**config.mk**
```make
export PLATFORM = sky130hd
export DESIGN_NAME = mix_columns_seq
export DESIGN_NICKNAME = d
export VERILOG_FILES = /design/src/rtl/mix_columns_seq.sv
export SDC_FILE = /design/constraint.sdc
export NUM_CORES = 1
export LEC_CHECK = 0
export BUFFER_PORTS_ARGS = -buffer_cell sky130_fd_sc_hd__buf_2
export CORE_ASPECT_RATIO = 0.7
export CORE_MARGIN = 1
export CORE_UTILIZATION = 30
export DETAILED_ROUTE_END_ITERATION = 16
export REMOVE_ABC_BUFFERS = 1
export SETUP_SLACK_MARGIN = 0.15
export SYNTH_ARGS = -nofsm -noshare
export SYNTH_HDL_FRONTEND = slang
export SYNTH_SLANG_ARGS = --single-unit
```
**constraint.sdc**
```tcl
create_clock -name Clk -period 4.5 [get_ports Clk]
set_input_delay 0.9 -clock Clk [delete_from_list [all_inputs] [get_ports Clk]]
set_output_delay 0.9 -clock Clk [all_outputs]
set_load 0.01 [all_outputs]
```
**src/rtl/mix_columns_seq.sv**
```systemverilog
// Column-serial (Inv)MixColumns engine: latches a 128-bit AES state and transforms one
// 32-bit column per cycle, streaming each column out and accumulating the full result.
module mix_columns_seq #(
    parameter bit INVERSE = 1'b1
) (
    input  logic         Clk,
    input  logic         Reset,
    input  logic         start,
    input  logic [127:0] state_in,
    output logic         busy,
    output logic         col_valid,
    output logic [1:0]   col_num,
    output logic [31:0]  col_out,
    output logic [127:0] state_out,
    output logic         done
);

    typedef enum logic [1:0] {StIdle, StRun, StDone} state_e;

    state_e         r_fsm;
    state_e         w_fsm_next;
    logic [1:0]     r_cnt;
    logic [127:0]   r_data;
    logic [127:0]   r_state_out;
    logic [31:0]    w_col_in;
    logic [31:0]    w_col_res;

    function automatic logic [7:0] xtime(input logic [7:0] b);
        return {b[6:0], 1'b0} ^ (b[7] ? 8'h1B : 8'h00);
    endfunction

    function automatic logic [7:0] gf_mul(input logic [7:0] b, input logic [7:0] c);
        logic [7:0] x2;
        logic [7:0] x4;
        logic [7:0] x8;
        logic [7:0] p;
        x2 = xtime(b);
        x4 = xtime(x2);
        x8 = xtime(x4);
        p  = 8'h00;
        case (c)
            8'h01:   p = b;
            8'h02:   p = x2;
            8'h03:   p = x2 ^ b;
            8'h09:   p = x8 ^ b;
            8'h0b:   p = x8 ^ x2 ^ b;
            8'h0d:   p = x8 ^ x4 ^ b;
            8'h0e:   p = x8 ^ x4 ^ x2;
            default: p = 8'h00;
        endcase
        return p;
    endfunction

    // Row r applies the coefficient vector rotated right by r: a_j uses coef[(j - r) mod 4].
    function automatic logic [31:0] mix_col(input logic [31:0] col);
        logic [7:0] a    [4];
        logic [7:0] coef [4];
        logic [7:0] acc;
        logic [1:0] idx;
        logic [31:0] res;
        a[0] = col[31:24];
        a[1] = col[23:16];
        a[2] = col[15:8];
        a[3] = col[7:0];
        if (INVERSE) begin
            coef[0] = 8'h0e; coef[1] = 8'h0b; coef[2] = 8'h0d; coef[3] = 8'h09;
        end else begin
            coef[0] = 8'h02; coef[1] = 8'h03; coef[2] = 8'h01; coef[3] = 8'h01;
        end
        res = 32'h0;
        for (int r = 0; r < 4; r++) begin
            acc = 8'h00;
            for (int j = 0; j < 4; j++) begin
                idx = 2'(j - r);
                acc = acc ^ gf_mul(a[j], coef[idx]);
            end
            res[31-8*r -: 8] = acc;
        end
        return res;
    endfunction

    always_comb begin
        w_col_in = r_data[127:96];
        unique case (r_cnt)
            2'd0: w_col_in = r_data[127:96];
            2'd1: w_col_in = r_data[95:64];
            2'd2: w_col_in = r_data[63:32];
            2'd3: w_col_in = r_data[31:0];
            default: w_col_in = r_data[127:96];
        endcase
    end

    assign w_col_res = mix_col(w_col_in);

    always_comb begin
        w_fsm_next = r_fsm;
        case (r_fsm)
            StIdle:  if (start) w_fsm_next = StRun;
            StRun:   if (r_cnt == 2'd3) w_fsm_next = StDone;
            StDone:  w_fsm_next = StIdle;
            default: w_fsm_next = StIdle;
        endcase
    end

    always_comb begin
        busy      = (r_fsm != StIdle);
        col_valid = (r_fsm == StRun);
        col_num   = col_valid ? r_cnt : 2'd0;
        col_out   = col_valid ? w_col_res : 32'h0;
        done      = (r_fsm == StDone);
        state_out = r_state_out;
    end

    always_ff @(posedge Clk) begin
        if (Reset) begin
            r_fsm       <= StIdle;
            r_cnt       <= 2'd0;
            r_data      <= 128'h0;
            r_state_out <= 128'h0;
        end else begin
            r_fsm <= w_fsm_next;
            case (r_fsm)
                StIdle: begin
                    if (start) begin
                        r_data <= state_in;
                        r_cnt  <= 2'd0;
                    end
                end
                StRun: begin
                    r_cnt <= r_cnt + 2'd1;
                    unique case (r_cnt)
                        2'd0: r_state_out[127:96] <= w_col_res;
                        2'd1: r_state_out[95:64]  <= w_col_res;
                        2'd2: r_state_out[63:32]  <= w_col_res;
                        2'd3: r_state_out[31:0]   <= w_col_res;
                        default: ;
                    endcase
                end
                default: ;
            endcase
        end
    end

endmodule
```
# == Word-level counts from Yosys, hierarchy flattened ==
# Cells that the tools add are included.
# word_totals
regBits,260
latch_bits,0
mem_bits_rw,0
romBits,0
inputBits,131
output_inout_bits,165
n_memories,0
# op_classes
n_addsub,1
multipliers,0
n_div,0
magnitude_cmp,0
eq_ne,7
shifts,0
muxes,20
bitwise_logic,48
n_reduce_logical,11
# op_table
operator,count
$xor A8 B8 Y8,39
$pmux W32 S4,1
$xor A8 B5 Y8,9
$mux W5,12
$mux W32,1
$reduce_and A2 Y1,7
$mux W2,4
$pmux W2 S2,2
$eq A2 B2 Y1 const B,3
$eq A2 B1 Y1 const B,2
$logic_not A2 Y1,2
$reduce_bool A2 Y1,2
$add A2 B1 Y2 const B,1
$ne A2 B1 Y1 const B,1
$ne A2 B2 Y1 const B,1

# == Logic depth before layout (Yosys ltp) ==
# Gate-level depths: netlist of run 1.
# depth
ltp_word,14
ltp_mapped,15

# == Worst setup path after synthesis of run 1 ==
# Ideal clock, no wire load.
# synth_timing
kind,flip-flop to output port
start,register r_cnt[1]
end,output port col_out[14]
t_arrival_ns,3.330
t_required_ns,3.600
setup_slack_ns,0.270
path_stages_with_launch,13
path_buffers,3
path_cell_list,dfxtp_1 > inv_1 > ha_1 > buf_2 > buf_2 > buf_2 > a222oi_1 > xnor2_1 > xnor2_1 > o21ai_0 > xnor3_1 > xnor2_1 > and2_1
# synth_between
elab_chain_len,12
# synth_lines
item,line_no,rtl
"start, declared",22,logic [1:0] r_cnt;
"start signal, assigned",130,r_cnt <= r_cnt + 2'd1;
$eq A2 B2 Y1 (tied with other cells),84,unique case (r_cnt)
$pmux W32 S4 (*),84,
$mux W5,29,"return {b[6:0], 1'b0} ^ (b[7] ? 8'h1B : 8'h00);"
$xor A8 B5 Y8 (2 in series),29,
$xor A8 B8 Y8,29,
$xor A8 B8 Y8,n/a,
$xor A8 B8 Y8,47,8'h0d: p = x8 ^ x4 ^ b;
$xor A8 B8 Y8 (2 in series),75,"acc = acc ^ gf_mul(a[j], coef[idx]);"
$xor A8 B8 Y8 (*),75,
$mux W32 (*),109,col_out = col_valid ? w_col_res : 32'h0;
"end, declared",13,"output logic [31:0] col_out,"
# Mark *: on every way between the ends. The rest lies on a longest branch, timed or not.

# == Final worst setup path of run 1 ==
# layout_timing
start,register r_cnt[0]
end,output port col_out[28]
# layout_between
elab_chain_len,12
# layout_lines
item,line_no
$eq A2 B2 Y1 (tied with other cells),84
$pmux W32 S4 (*),84
$xor A8 B5 Y8,29
$mux W5 or $xor A8 B5 Y8 (tied branches),29
$xor A8 B5 Y8 or $mux W5 (tied branches),29
$xor A8 B8 Y8 or $xor A8 B5 Y8 (tied branches),29
$xor A8 B8 Y8 (2 in series),n/a
$xor A8 B8 Y8 (2 in series),75
$xor A8 B8 Y8 (*),75
$mux W32 (*),109
# Marks and branches as above.

==> metrics.md, run 1 <==
| Metric | Value |
|---|---|
| Clk root buf | `clkbuf_16` |
| Max Root-Sink Buffers | `3` |
| Gr usage total | `0.217` |
| IO Pins | `slightly below 300` |
| # hold bufs at CTS | `0` |
| Failing checks | `setup timing` |
| Max transition margin | `0.193` |
| Crit end category | `primary output` |
| Crit-path max FO | `8` |
| Final hold viol count | `0` |
| Crit Path Category | `register to primary output` |
| Finished Core Util | `0.441` |
| Clock sink count | `260` |
| Clock skew | `between 0.02 and 0.03 ns` |
| Most common cell after layout, fill and taps aside | `nand2_1` |
| H-Tree Level Count | `1` |
| CTS tree | `done` |
| Achievable Freq | `roughly 220 MHz` |
| Antenna violations before repair | `0` |
| Non-Filler Instances | `about 2500` |
| Max-slew violation count | `0` |
| CP required | `3.60 ns` |
| Sequential share of the synthesized area | `0.409` |
| Mapped cell area | `around 13000 µm²` |
| Synthesized instance count | `1570` |
| EDFF count, synth | `0` |
| Antenna diodes | `0` |
| Post-Place Cells | `between 2000 and 2500` |
| Detailed router's first-iteration violation count | `between 1000 and 1500` |
| Most frequent cells in the layout | `nand2_1 (321), buf_2 (289), dfxtp_1 (258)` |
| Area Overhead vs Synth | `43.5%` |
| Total CTS buffers | `26` |
| Layout cell share with drive strength beyond 1 | `0.352` |
| Wire per inst | `a little under 20 µm` |
| Reg2reg setup slack | `0.95 ns` |
| CP max stage cell | `xnor3_2` |
| Synth Flop Type | `dfxtp_1` |
| Final ANT Viol Nets | `0` |
| VDD IR-drop max | `roughly 0.33 mV` |
| Nets | `between 2000 and 2500` |
| Synth Warn # | `0` |
| Die height | `around 170 µm` |
| Slew @ Worst Pin | `between 1 and 1.5 ns` |
| GP Congestion | `between 0.9 and 1` |
| Vias/cell | `slightly below 5` |
| Largest net degree at the start of global routing | `130` |
| DRC Markers | `0` |
| Max_cap viols | `0` |
| Vias after detailed routing | `between 10000 and 15000` |
| Post-Syn Area per Cell | `just over 8 µm²` |
| Min-Delay Path Class | `register to register` |
| Yosys cell types | `41` |
| FF+latch count, synth | `260` |
| Initial Util | `0.307` |
| Placed wire-length estimate | `~33 mm` |
| Setup violations, final | `11` |
| Final min period | `~4.6 ns` |
| Startpoint types | `register` |
| CP Cell Sequence | `inv_4, ha_4, buf_12, a222oi_1, buf_4, xor2_1, a21oi_2, xnor3_2, xnor3_1, xnor3_2, and2_4, buf_6` |
| Reg clk slew, reported paths | `0.07 ns` |
| Status | `complete, but fails checks` |
| Routed Wire Length | `48.7 mm` |
| Layout filler cell count | `4061` |
| Die area | `roughly 43000 µm²` |
| Core Box Area | `between 40000 and 50000 µm²` |
| DR pass1 iterations | `5` |
| Final period utilization | `1.02` |
| Clk Latency, worst-skew pair | `between 0.5 and 0.6 ns` |
| FP Rows | `62` |
| Ys async rst share | `0` |
| PortBufs | `slightly below 300` |
| CP Data Arrival Time | `between 3 and 4 ns` |
| First-pass GRT wire length | `between 70 and 80 mm` |
| Final setup margin | `-0.0904 ns` |
| Die Wd | `248 µm` |
| Number of global-route vias before repair | `between 10000 and 15000` |
| Largest stage delay, worst path | `around 0.57 ns` |
| Pwr/cell area | `519 nW/µm²` |
| Static Leakage | `about 7.7 nW` |
| RSZ-0062 raised after global routing | `true` |
| Cell mode on critical path | `xnor3_2` |
| Grt total ovfl | `0` |
kinds of logic (layout without fill, tap and decap cells):
family | Yosys count | in the layout | synth area share
simple gates | 583 | 583 | 0.182
compound gates | 325 | 325 | 0.162
flops | 260 | 260 | 0.409
xor+xnor | 250 | 250 | 0.192
buf+inv | 140 | 546 | 0.0432
mux | 7 | 7 | 0.00708
fa+ha+maj | 5 | 5 | 0.00491
cells in the mapped netlist, types with 14 or more instances:
| cell | n | area (µm²) |
|---|---|---|
| nand2_1 | 322 | 1210 |
| dfxtp_1 | 260 | 5200 |
| nor2_1 | 196 | 736 |
| a21oi_1 | 179 | 896 |
| xnor2_1 | 167 | 1460 |
| clkbuf_1 | 106 | 398 |
| a211oi_1 | 76 | 571 |
| xor2_1 | 64 | 561 |
| a222oi_1 | 32 | 320 |
| nor3_1 | 32 | 160 |
| o21ai_0 | 20 | 100 |
| and2_1 | 16 | 100 |
| buf_1 | 14 | 52.6 |
state kept, by name, indices dropped and copies added (netlist names):
signal and count:
r_fsm 2, state_out 128, r_data 128, r_cnt 2
metrics by stage:
stage | hold WS, ns | setup TNS [ns] | area (µm²) | worst slack (ns) | power [W]
3_5_place_dp | 0.446 | 0 | 15200 | 0.112 | 0.00610
5_1_grt | 0.466 | -2.26 | 18300 | -0.205 | 0.00989
3_3_place_gp | 0.442 | 0 | 15200 | 0.221 | 0.00607
6_report | 0.455 | -0.496 | 18300 | -0.0904 | 0.00947
2_1_floorplan | 0.430 | -2.66 | 12200 | -0.443 | 0.00450
4_1_cts | 0.454 | -0.134 | 17700 | -0.0268 | 0.00915
final timing paths:
kind                                  from            end  cells after the start
worst max-delay path              r_cnt[0]    col_out[28]                     12
worst min-delay path            r_data[91]     r_data[91]                      2
worst max register to register    r_cnt[0]  state_out[44]                     15
worst min register to register  r_data[91]     r_data[91]                      2
per-layer routing:
layer | GRT usage | vias to the layer above | routed length (µm)
met4 | 0.0386 | 0 | 926
li1 | - | 5973 | -
met1 | 0.321 | 6082 | 23000
met3 | 0.0335 | 57 | 3300
met5 | 0 | - | 0
met2 | 0.333 | 424 | 21400
where the power goes:
| group | internal [W] | switching (W) |
|---|---|---|
| combinational | 0.00236 | 0.00246 |
| sequential | 0.00244 | 0.000109 |
| clock | 0.00115 | 0.000945 |
worst max-delay path: cells and delay by family, from the launching register on:
family                   cells  cell delay [ns]
AND/OR/NAND/NOR              1             0.19
XOR/XNOR                     4             1.21
buffers and inverters        4             0.52
AO/OA/AOI/OAI                2             0.57
flip-flops                   1             0.40
adder cells (fa/ha/maj)      1             0.21
layout make-up:
| type | count | area (µm²) | share of cell area |
|---|---|---|---|
| clock buffer | 39 | 749 | 0.0410 |
| clock inverter | 8 | 51.3 | 0.00281 |
| tap | 544 | 681 | 0.0373 |
| timing repair buffer | 492 | 3400 | 0.186 |
| sequential | 260 | 5210 | 0.285 |
| multi-input combinational | 1170 | 8130 | 0.445 |
| inverter | 7 | 33.8 | 0.00185 |
repair_timing:
item / 4_1_cts / 5_1_grt
gates cloned: 7 / 1
setup endpoints to repair: 32 / 32
pin swaps: 74 / 41
setup buffers: 70 / 26
resized for setup: 168 / 48
No activity file was read; power rests on OpenSTA's default activity.
==> run 2, diff against run 1 <==
CTS_BUF_LIST = sky130_fd_sc_hd__clkbuf_8   (was unset)
==> metrics.md, run 2 (synthesized netlist as in run 1, its figures left out) <==
| Metric | Value |
|---|---|
| Static Leakage | `7.81 nW (+1.9%)` |
| Die height | `174 µm (unchanged)` |
| Failing checks | `setup timing` |
| Achievable Freq | `212 MHz (-2.6%)` |
| Placed wire-length estimate | `32.6 mm (unchanged)` |
| Crit-path max FO | `28 (+20)` |
| Setup violations, final | `20 (+9)` |
| Final setup margin | `-0.215 ns (-0.125 ns)` |
| Reg2reg setup slack | `0.89 ns (-0.06 ns)` |
| Min-Delay Path Class | `register to register` |
| RSZ-0062 raised after global routing | `true` |
| Pwr/cell area | `530 nW/µm² (+2.2%)` |
| CP Cell Sequence | `inv_4, buf_4, ha_1, inv_2, bufbuf_16, a21oi_1, xor2_1, xnor3_2, xnor2_4, and2_1, buf_2` |
| CP Data Arrival Time | `3.81 ns (+0.12 ns)` |
| Reg2Reg Depth | `14 (-1)` |
| Detailed router's first-iteration violation count | `1360 (+9.7%)` |
| Final period utilization | `1.05 (+0.0277)` |
| Antenna violations before repair | `1 (+1)` |
| Int Power | `0.00618 W (+3.8%)` |
| CP required | `3.60 ns (about the same)` |
| Reg clk slew, reported paths | `0.07 ns (about the same)` |
| Initial Util | `0.307 (unchanged)` |
| DP Worst Slack | `0.112 ns (unchanged)` |
| Die Wd | `248 µm (unchanged)` |
| GP Congestion | `0.952 (unchanged)` |
| Area Overhead vs Synth | `45.0%` |
| Largest net degree at the start of global routing | `130 (unchanged)` |
| Max-slew violation count | `0 (unchanged)` |
| Clk root buf | `clkbuf_8` |
| Layout cell share with drive strength beyond 1 | `0.366 (+0.0147)` |
| Critical R2R Launch | `r_cnt[0]` |
| Most common cell after layout, fill and taps aside | `nand2_1` |
| Final ANT Viol Nets | `0 (unchanged)` |
| Clock Power Share | `0.236 (+0.015)` |
| Most frequent cells in the layout | `nand2_1 (321), buf_2 (288), dfxtp_1 (258)` |
| FP Rows | `62 (unchanged)` |
| Final Power | `0.00979 W (+3.3%)` |
| Switching pwr | `0.00361 W (+2.5%)` |
| Nets | `2118 (+1.2%)` |
| Crit Path Category | `register to primary output` |
| Die area | `43300 µm² (unchanged)` |
| Status | `complete, but fails checks` |
| IO Pins | `296 (unchanged)` |
| Final min period | `4.71 ns (+0.125 ns)` |
| Setup crit end | `col_out[3]` |
| Crit end category | `primary output` |
| Routed Wire Length | `49.4 mm (+1.5%)` |
| Total CTS buffers | `43 (+65%)` |
| Clock skew | `0.0319 ns (+0.00289 ns)` |
| Number of global-route vias before repair | `12100 (+1.3%)` |
| Startpoint types | `register` |
| PortBufs | `295 (unchanged)` |
| H-Tree Level Count | `2 (+1)` |
| Clk Latency, worst-skew pair | `0.58 ns (about the same)` |
| Gr usage total | `0.219 (+0.00190)` |
| CTS tree | `done` |
| Combinational cell fraction of total power | `0.503 (-0.006)` |
| Largest stage delay, worst path | `0.56 ns (about the same)` |
| Max Root-Sink Buffers | `3 (unchanged)` |
| Worst setup path start | `r_cnt[0]` |
| Vias/cell | `4.94 (-0.75%)` |
| VDD IR-drop max | `0.287 mV (-13%)` |
| Switching Share | `0.369 (-0.00284)` |
| Grt total ovfl | `0 (unchanged)` |
| Clock sink count | `260 (unchanged)` |
| DRC Markers | `0 (unchanged)` |
| Reg2reg end | `state_out[76]` |
| First-pass GRT wire length | `72.4 mm (+0.30%)` |
| CP max stage cell | `a21oi_1` |
| Seq pwr share | `0.261 (-0.008)` |
| Slew @ Worst Pin | `1.19 ns (-0.0159 ns)` |
| Final hold viol count | `0 (unchanged)` |
| Max transition margin | `0.204 (+0.0106)` |
| Wire per inst | `19.3 µm (about the same)` |
| DR pass1 iterations | `6 (+1)` |
| Max_cap viols | `0 (unchanged)` |
| Core Box Area | `41400 µm² (unchanged)` |
| Vias after detailed routing | `12600 (+0.78%)` |
## run 2: changes by cell type in the layout (fill, tap and decap cells not counted), sizes merged
| cell | change |
|---|---|
| bufinv | +3 |
| inv | +8 |
| clkbuf | +17 |
| clkinv | -2 |
| buf | +8 |
| diode | +1 |
| bufbuf | +1 |
| clkinvlp | +3 |
## run 2: how the worst min path moves through the flow
stage / from / endpoint / depth (start not counted)
global route: r_data[91] / r_data[91] / 2
finish: r_data[93] / r_data[93] / 2
floorplan: r_data[32] / r_data[32] / 2
CTS: r_data[93] / r_data[93] / 2
detailed placement: r_data[91] / r_data[91] / 2
global placement: r_data[24] / r_data[24] / 2
## run 2: layout make-up
class | instances | area [µm²]
antenna | 1 | 2.50
clock inverter | 20 | 178
multi-input combinational | 1170 | 8160
sequential | 260 | 5210
clock buffer | 57 | 785
timing repair buffer | 500 | 3420
fill | 4081 | 23000
inverter | 7 | 31.3
tap | 544 | 681
## run 2: power by group through the flow
stage	Sequential (W)	Combinational, W	Clock (W)
final	0.00256	0.00492	0.00231
after detailed placement	0.00260	0.00350	0
after floorplan	0.00260	0.00190	0
after CTS	0.00255	0.00449	0.00236
after global placement	0.00260	0.00347	0
after global routing	0.00257	0.00518	0.00248
## run 2: per-stage QoR
stage               utilization  area, µm²  hold WS [ns]  setup TNS [ns]  cells
global route              0.446      18500         0.468           -4.56   2559
detailed placement        0.367      15200         0.446               0   2369
CTS                       0.430      17800         0.455          -0.518   2525
floorplan                     -      12200         0.430           -2.66   1437
global placement          0.367      15200         0.442               0   2369
finish                    0.446      18500         0.454           -2.20   2559
## run 2: worst max-delay path, delay by kind of cell, from the launching register on
family          cells  cell delay [ns]
buf+inv             5             0.81
xor+xnor            3             1.06
flops               1             0.38
fa+ha+maj           1             0.26
compound gates      1             0.56
simple gates        1             0.17
## run 2: per-layer routing
layer  share of wire  wire length (µm)  global-route usage
met2            0.45             22000               0.334
met4           0.019               940              0.0414
met5               0                 0                   0
met3           0.074              3660              0.0344
met1            0.46             22800               0.324
## run 2: repair_timing
item,CTS,global route
cloned,7,0
pin swaps,70,50
hold buffers,0,0
endpoints found under the setup margin,32,32
gates resized for setup,155,64
buffers inserted,72,33
